## config.mk

```make
export PLATFORM = sky130hd
export DESIGN_NAME = fp_insn_encoder
export DESIGN_NICKNAME = d
export VERILOG_FILES = /design/src/rtl/fp_pkg.sv /design/src/rtl/fp_insn_fifo.sv /design/src/rtl/fp_insn_encoder.sv
export SDC_FILE = /design/constraint.sdc
export NUM_CORES = 1
export LEC_CHECK = 0
export BUFFER_PORTS_ARGS = -buffer_cell sky130_fd_sc_hd__buf_2
export CAP_MARGIN = 20
export CORE_MARGIN = 3
export CORE_UTILIZATION = 60
export CTS_CLUSTER_DIAMETER = 150
export DETAILED_ROUTE_END_ITERATION = 10
export GPL_TIMING_DRIVEN = 1
export HOLD_SLACK_MARGIN = 0.08
export PLACE_DENSITY = 0.91
export SYNTH_ARGS = -nofsm -noshare
export SYNTH_HDL_FRONTEND = slang
export SYNTH_HIERARCHICAL = 1
export SYNTH_SLANG_ARGS = --single-unit
```

## constraint.sdc

```tcl
create_clock -name clk_i -period 5.11 [get_ports clk_i]
set_input_delay 1.022 -clock clk_i [delete_from_list [all_inputs] [get_ports clk_i]]
set_output_delay 1.022 -clock clk_i [all_outputs]
set_load 0.05 [all_outputs]
```

## src/rtl/fp_pkg.sv

```systemverilog
// Shared RV32F definitions: mnemonic enumeration plus major-opcode and funct7
// constants used by both the instruction encoder and the FP decoder.
package fp_pkg;

  typedef enum logic [4:0] {
    FP_FLW       = 5'd0,
    FP_FSW       = 5'd1,
    FP_FMADD     = 5'd2,
    FP_FMSUB     = 5'd3,
    FP_FNMSUB    = 5'd4,
    FP_FNMADD    = 5'd5,
    FP_FADD      = 5'd6,
    FP_FSUB      = 5'd7,
    FP_FMUL      = 5'd8,
    FP_FDIV      = 5'd9,
    FP_FSQRT     = 5'd10,
    FP_FSGNJ     = 5'd11,
    FP_FSGNJN    = 5'd12,
    FP_FSGNJX    = 5'd13,
    FP_FMIN      = 5'd14,
    FP_FMAX      = 5'd15,
    FP_FCVT_W_S  = 5'd16,
    FP_FCVT_WU_S = 5'd17,
    FP_FMV_X_W   = 5'd18,
    FP_FEQ       = 5'd19,
    FP_FLT       = 5'd20,
    FP_FLE       = 5'd21,
    FP_FCLASS    = 5'd22,
    FP_FCVT_S_W  = 5'd23,
    FP_FCVT_S_WU = 5'd24,
    FP_FMV_W_X   = 5'd25
  } fp_enc_op_e;

  localparam logic [6:0] OPC_LOAD_FP  = 7'b0000111;
  localparam logic [6:0] OPC_STORE_FP = 7'b0100111;
  localparam logic [6:0] OPC_MADD     = 7'b1000011;
  localparam logic [6:0] OPC_MSUB     = 7'b1000111;
  localparam logic [6:0] OPC_NMSUB    = 7'b1001011;
  localparam logic [6:0] OPC_NMADD    = 7'b1001111;
  localparam logic [6:0] OPC_OP_FP    = 7'b1010011;

  localparam logic [6:0] F7_FADD      = 7'b0000000;
  localparam logic [6:0] F7_FSUB      = 7'b0000100;
  localparam logic [6:0] F7_FMUL      = 7'b0001000;
  localparam logic [6:0] F7_FDIV      = 7'b0001100;
  localparam logic [6:0] F7_FSQRT     = 7'b0101100;
  localparam logic [6:0] F7_FSGNJ     = 7'b0010000;
  localparam logic [6:0] F7_FMINMAX   = 7'b0010100;
  localparam logic [6:0] F7_FCMP      = 7'b1010000;
  localparam logic [6:0] F7_FCVT_W_S  = 7'b1100000;
  localparam logic [6:0] F7_FCVT_S_W  = 7'b1101000;
  localparam logic [6:0] F7_FMV_X_W   = 7'b1110000;
  localparam logic [6:0] F7_FMV_W_X   = 7'b1111000;

  localparam logic [2:0] FUNCT3_FLSW  = 3'b010;

  // 101 and 110 are reserved rounding-mode encodings
  function automatic logic fp_rm_reserved(input logic [2:0] rm);
    return (rm == 3'b101) || (rm == 3'b110);
  endfunction

endpackage

```

## src/rtl/fp_insn_fifo.sv

```systemverilog
// Power-of-two circular FIFO holding encoded instructions; head reads as zero
// when empty, pushes when full and pops when empty are ignored.
module fp_insn_fifo #(
  parameter int unsigned DEPTH = 4,
  parameter int unsigned WIDTH = 32,
  localparam int unsigned AW = (DEPTH > 1) ? $clog2(DEPTH) : 1,
  localparam int unsigned LW = $clog2(DEPTH) + 1
) (
  input  logic             clk,
  input  logic             rst_n,
  input  logic             push,
  input  logic [WIDTH-1:0] wdata,
  input  logic             pop,
  output logic [WIDTH-1:0] rdata,
  output logic             not_empty,
  output logic [LW-1:0]    level
);

  localparam logic [LW-1:0] FULL_LVL = LW'(DEPTH);

  logic [WIDTH-1:0] mem [DEPTH];
  logic [AW-1:0]    wptr;
  logic [AW-1:0]    rptr;
  logic             push_ok;
  logic             pop_ok;

  assign push_ok   = push && (level != FULL_LVL);
  assign pop_ok    = pop && (level != '0);
  assign not_empty = (level != '0);
  assign rdata     = not_empty ? mem[rptr] : '0;

  always_ff @(posedge clk) begin
    if (!rst_n) begin
      wptr  <= '0;
      rptr  <= '0;
      level <= '0;
    end else begin
      if (push_ok) wptr <= wptr + AW'(1);
      if (pop_ok)  rptr <= rptr + AW'(1);
      case ({push_ok, pop_ok})
        2'b10:   level <= level + LW'(1);
        2'b01:   level <= level - LW'(1);
        default: level <= level;
      endcase
    end
  end

  // Storage needs no reset: pointers and level define what is valid
  always_ff @(posedge clk) begin
    if (push_ok) mem[wptr] <= wdata;
  end

endmodule

```

## src/rtl/fp_insn_encoder.sv

```systemverilog
// RV32F instruction encoder: validates and encodes a request combinationally,
// queues the 32-bit word in a FIFO and counts rejected requests.
module fp_insn_encoder
  import fp_pkg::*;
#(
  parameter int unsigned DEPTH = 4
) (
  input  logic                   clk_i,
  input  logic                   rst_ni,
  input  logic                   req_valid_i,
  output logic                   req_ready_o,
  input  fp_enc_op_e             req_op_i,
  input  logic [4:0]             req_rs1_i,
  input  logic [4:0]             req_rs2_i,
  input  logic [4:0]             req_rs3_i,
  input  logic [4:0]             req_rd_i,
  input  logic [2:0]             req_rm_i,
  input  logic [11:0]            req_imm_i,
  output logic [31:0]            instr_o,
  output logic                   instr_valid_o,
  input  logic                   instr_ready_i,
  output logic                   err_o,
  output logic [7:0]             err_cnt_o,
  output logic [$clog2(DEPTH):0] level_o
);

  localparam int unsigned LW = $clog2(DEPTH) + 1;
  localparam logic [LW-1:0] FULL_LVL = LW'(DEPTH);

  logic [31:0] enc;
  logic        known;
  logic        uses_rm;
  logic        op_fp;
  logic [6:0]  f7;
  logic [2:0]  f3;
  logic [4:0]  rs2_f;
  logic        reject;
  logic        accept;
  logic        push;

  always_comb begin
    enc     = '0;
    known   = 1'b1;
    uses_rm = 1'b0;
    op_fp   = 1'b0;
    f7      = '0;
    f3      = req_rm_i;
    rs2_f   = req_rs2_i;
    case (req_op_i)
      FP_FLW: enc = {req_imm_i, req_rs1_i, FUNCT3_FLSW, req_rd_i, OPC_LOAD_FP};
      FP_FSW: enc = {req_imm_i[11:5], req_rs2_i, req_rs1_i, FUNCT3_FLSW,
                     req_imm_i[4:0], OPC_STORE_FP};
      FP_FMADD, FP_FMSUB, FP_FNMSUB, FP_FNMADD: begin
        uses_rm = 1'b1;
        enc = {req_rs3_i, 2'b00, req_rs2_i, req_rs1_i, req_rm_i, req_rd_i,
               (req_op_i == FP_FMADD)  ? OPC_MADD  :
               (req_op_i == FP_FMSUB)  ? OPC_MSUB  :
               (req_op_i == FP_FNMSUB) ? OPC_NMSUB : OPC_NMADD};
      end
      FP_FADD:      begin op_fp = 1'b1; uses_rm = 1'b1; f7 = F7_FADD; end
      FP_FSUB:      begin op_fp = 1'b1; uses_rm = 1'b1; f7 = F7_FSUB; end
      FP_FMUL:      begin op_fp = 1'b1; uses_rm = 1'b1; f7 = F7_FMUL; end
      FP_FDIV:      begin op_fp = 1'b1; uses_rm = 1'b1; f7 = F7_FDIV; end
      FP_FSQRT:     begin op_fp = 1'b1; uses_rm = 1'b1; f7 = F7_FSQRT; rs2_f = 5'd0; end
      FP_FCVT_W_S:  begin op_fp = 1'b1; uses_rm = 1'b1; f7 = F7_FCVT_W_S; rs2_f = 5'd0; end
      FP_FCVT_WU_S: begin op_fp = 1'b1; uses_rm = 1'b1; f7 = F7_FCVT_W_S; rs2_f = 5'd1; end
      FP_FCVT_S_W:  begin op_fp = 1'b1; uses_rm = 1'b1; f7 = F7_FCVT_S_W; rs2_f = 5'd0; end
      FP_FCVT_S_WU: begin op_fp = 1'b1; uses_rm = 1'b1; f7 = F7_FCVT_S_W; rs2_f = 5'd1; end
      // Fixed-funct3 ops: rm input is ignored and never causes rejection
      FP_FSGNJ:     begin op_fp = 1'b1; f7 = F7_FSGNJ;   f3 = 3'b000; end
      FP_FSGNJN:    begin op_fp = 1'b1; f7 = F7_FSGNJ;   f3 = 3'b001; end
      FP_FSGNJX:    begin op_fp = 1'b1; f7 = F7_FSGNJ;   f3 = 3'b010; end
      FP_FMIN:      begin op_fp = 1'b1; f7 = F7_FMINMAX; f3 = 3'b000; end
      FP_FMAX:      begin op_fp = 1'b1; f7 = F7_FMINMAX; f3 = 3'b001; end
      FP_FLE:       begin op_fp = 1'b1; f7 = F7_FCMP;    f3 = 3'b000; end
      FP_FLT:       begin op_fp = 1'b1; f7 = F7_FCMP;    f3 = 3'b001; end
      FP_FEQ:       begin op_fp = 1'b1; f7 = F7_FCMP;    f3 = 3'b010; end
      FP_FMV_X_W:   begin op_fp = 1'b1; f7 = F7_FMV_X_W; f3 = 3'b000; rs2_f = 5'd0; end
      FP_FCLASS:    begin op_fp = 1'b1; f7 = F7_FMV_X_W; f3 = 3'b001; rs2_f = 5'd0; end
      FP_FMV_W_X:   begin op_fp = 1'b1; f7 = F7_FMV_W_X; f3 = 3'b000; rs2_f = 5'd0; end
      default:      known = 1'b0;
    endcase
    if (op_fp) enc = {f7, rs2_f, req_rs1_i, f3, req_rd_i, OPC_OP_FP};
  end

  assign reject      = !known || (uses_rm && fp_rm_reserved(req_rm_i));
  assign req_ready_o = (level_o != FULL_LVL);
  assign accept      = req_valid_i && req_ready_o;
  assign push        = accept && !reject;

  fp_insn_fifo #(
    .DEPTH (DEPTH),
    .WIDTH (32)
  ) u_fifo (
    .clk       (clk_i),
    .rst_n     (rst_ni),
    .push      (push),
    .wdata     (enc),
    .pop       (instr_ready_i),
    .rdata     (instr_o),
    .not_empty (instr_valid_o),
    .level     (level_o)
  );

  always_ff @(posedge clk_i) begin
    if (!rst_ni) begin
      err_o     <= 1'b0;
      err_cnt_o <= '0;
    end else begin
      err_o <= accept && reject;
      if (accept && reject && (err_cnt_o != 8'hFF)) err_cnt_o <= err_cnt_o + 8'd1;
    end
  end

endmodule

```

==> impl_metrics.ini <==
[global_route]
antenna_found_initial = 0
first_global_vias = 4373
grt_util_all_layers_pct = 25.49
grt_first_pass_wirelength_um = 24180
overflow = 0
grt_max_degree = 38

[place]
placedCellCount = 669
dp_slack_ns = 0.8849
dp_hpwl_um = 9203
place.gp.congestion = 0.8963
port_buffers = 89
dpl_cell_area_um2 = 7252

[clock_tree]
htreeDepth = 4
cts_sinks = 146
cts_root_buf = clkbuf_8
cts_setup_buffers = 0
cts_max_path_buffers = 2
cts_buffers = 17
ctsHoldBuffers = 0
cts.clk_slew.worst_paths_ns = 0.06
cts_resized = 0
worstSkewPairLatency_ns = 0.52
cts_tree = done

[critical_path]
r2r-end = u_fifo/level[2]
arrival_ns = 2.71
worstPathMaxFanout = 23
cp-start-kind = flop
critPathKind = reg -> out
rrSetupSlack_ns = 2.36
cp.required_ns = 4.09
r2r-start = u_fifo/level[0]
endpoint_kind = output pin
r2r_cells = 13

[yosys]
syn_inst = 457
ys_seq_elements = 146
yosys-top-cells-area = edfxtp_1 57%, mux4_2 10%, dfxtp_1 5.3%
avgSynthCellArea_um2 = 14.75
ys_seq_area_share_pct = 62.37
syn_area_um2 = 6740
synth_edf_count = 128
synth_top_area_share_pct = 57.03
synthArstFlopShare_pct = 0
synth_ff_type = edfxtp_1
yosys-top-cells-count = 128 x edfxtp_1, 31 x nand2_1, 30 x mux4_2, 30 x nor2b_1, 20 x o21ai_0
synth_most_common_cell = edfxtp_1
synth_cell_types = 58
synth_top_cell_by_area = edfxtp_1
yosysWarnings = 6
synth_fp_nets = 508

[drt]
firstDrtPassIters = 5
ant_nets = 0
routedWlPerCell_um = 21.57
num_vias = 4333
vias_per_cell = 6.172
drc = 0
drt_iter0_drc = 511
wl_um = 15140

[sta]
finalCriticalPeriod_ns = 3.729
hold_viol = 0
slew-limit-headroom_pct = 46.11
slew_violations = 0
setup-violations-final = 0
post-route-period-util_pct = 72.97
fin_tns_setup_ns = 0
rsz0062_at_grt = false
max_freq_mhz = 268.2
tightest_slew_ns = 0.8083
setup_slack_ns = 1.381
clock-skew-final_ns = 0.003988

[finish]
multi_input_comb_area_um2 = 2302
diodes = 0
area_growth_syn_to_layout_pct = 17.69
final_nets = 600
instances_no_fill = 702
post-route-util_pct = 72.86
drive_gt1_share_pct = 30.60
n_fill_cell = 640
fin_area_um2 = 7933
final-seq-area_um2 = 4205

[power_and_ir_drop]
switchingPower_mw = 1.673
clockPowerShare_pct = 30.2
worst_ir_drop_vdd_uv = 519.9
power_leakage_nw = 2.884
switching_share_pct = 36.99
internal-power_mw = 2.851
p_comb_share_pct = 35.5
power_density_nw_per_um2 = 570.3
p_seq_share_pct = 34.3

[floorplan]
coreArea_um2 = 10890
die_area_um2 = 12540
start_util_pct = 61.91
die_x_um = 112.0
io-pin-count = 90
placementRows = 38
chipHeight_um = 112.0

[min_path]
hold_start = u_fifo/rptr[0]
hold_depth = 2
hold_class = reg -> reg
hold_end = u_fifo/rptr[0]

[outcome]
status = complete, no violations

[job]
maxCapViolations = 0
## layout by cell type (no fill, tap or decap), drive strengths merged, types with 2 or more instances in the layout
master	instances
a32oi	2
clkinv	4
a22o	9
a211oi	2
edfxtp	128
xor2	2
or2	2
nand2b	8
nor3b	3
and4	3
mux2i	10
o211ai	6
mux4	32
or3	2
nor2	15
a221oi	2
nand4	3
a31oi	3
and3	7
a21boi	2
ha	6
a21oi	18
nand3	5
buf	97
o21ai	20
o22ai	2
and2	13
nor3	8
bufinv	6
inv	21
nand2	31
clkbuf	19
o31a	2
dfxtp	18
nor2b	36
o221a	2
## flip-flops by register name, indices dropped and copies added, names as in the netlist, named ones only
name,count
err_cnt_o,8
err_o,1
u_fifo/level,3
u_fifo/mem,128
u_fifo/rptr,2
u_fifo/wptr,2
## cell families (layout without fill, tap and decap cells)
group / count (synthesis) / after routing / synth area share (%)
xor gates and xnor gates: 3 / 3 / 0.3899
buffers and inverters: 43 / 148 / 3.471
adders and majority gates: 7 / 7 / 1.411
AOI/OAI and AO/OA: 76 / 76 / 7.555
and+or+nand+nor: 140 / 140 / 12.51
DFF: 146 / 146 / 62.37
muxes: 42 / 42 / 12.29
## metrics by stage
stage          hold slack [ns]  power, mW
2_1_floorplan           0.4609      2.867
3_3_place_gp            0.4721      3.130
3_5_place_dp            0.4935      3.182
4_1_cts                 0.5049      4.550
5_1_grt                 0.5373      4.710
6_report                0.5034      4.524
## worst max-delay path by stage
stage                                   to  slack, ns  cells after the start
after floorplan           u_fifo/mem[0][0]       1.44                      7
after global placement     u_fifo/level[2]       1.17                     15
after detailed placement   u_fifo/level[2]       0.88                     14
after CTS                      instr_o[29]       1.29                      4
after global routing       u_fifo/level[2]       1.09                     15
final                          instr_o[29]       1.38                      4
## power groups by stage
stage / Sequential (mW) / Clock (mW) / Combinational (mW)
finish: 1.55 / 1.36 / 1.61
global placement: 1.57 / 0 / 1.56
detailed placement: 1.59 / 0 / 1.60
global route: 1.57 / 1.44 / 1.70
floorplan: 1.55 / 0 / 1.31
CTS: 1.56 / 1.38 / 1.61
## cell type report
type                       count  share of cell area (%)
sequential                   146                   53.01
multi-input combinational    268                   29.02
timing repair buffer          97                   6.625
clock buffer                  19                   5.315
clock inverter                13                   2.918
tap                          140                   2.208
inverter                      19                  0.8991
## per-layer routing
layer	global-route usage [%]	vias up	wire, um
met5	0	-	0
met4	8.093	0	199
met3	6.413	19	1268
met2	42.13	241	7778
met1	33.74	2124	5894
li1	-	1949	-
## worst max-delay path, stage by stage (launching register included)
cell and delay [ns]:
dfxtp_2 0.85, buf_4 0.38, mux4_2 0.57, nor2b_1 0.15, buf_2 0.23
(Power assumes the default switching activity.)
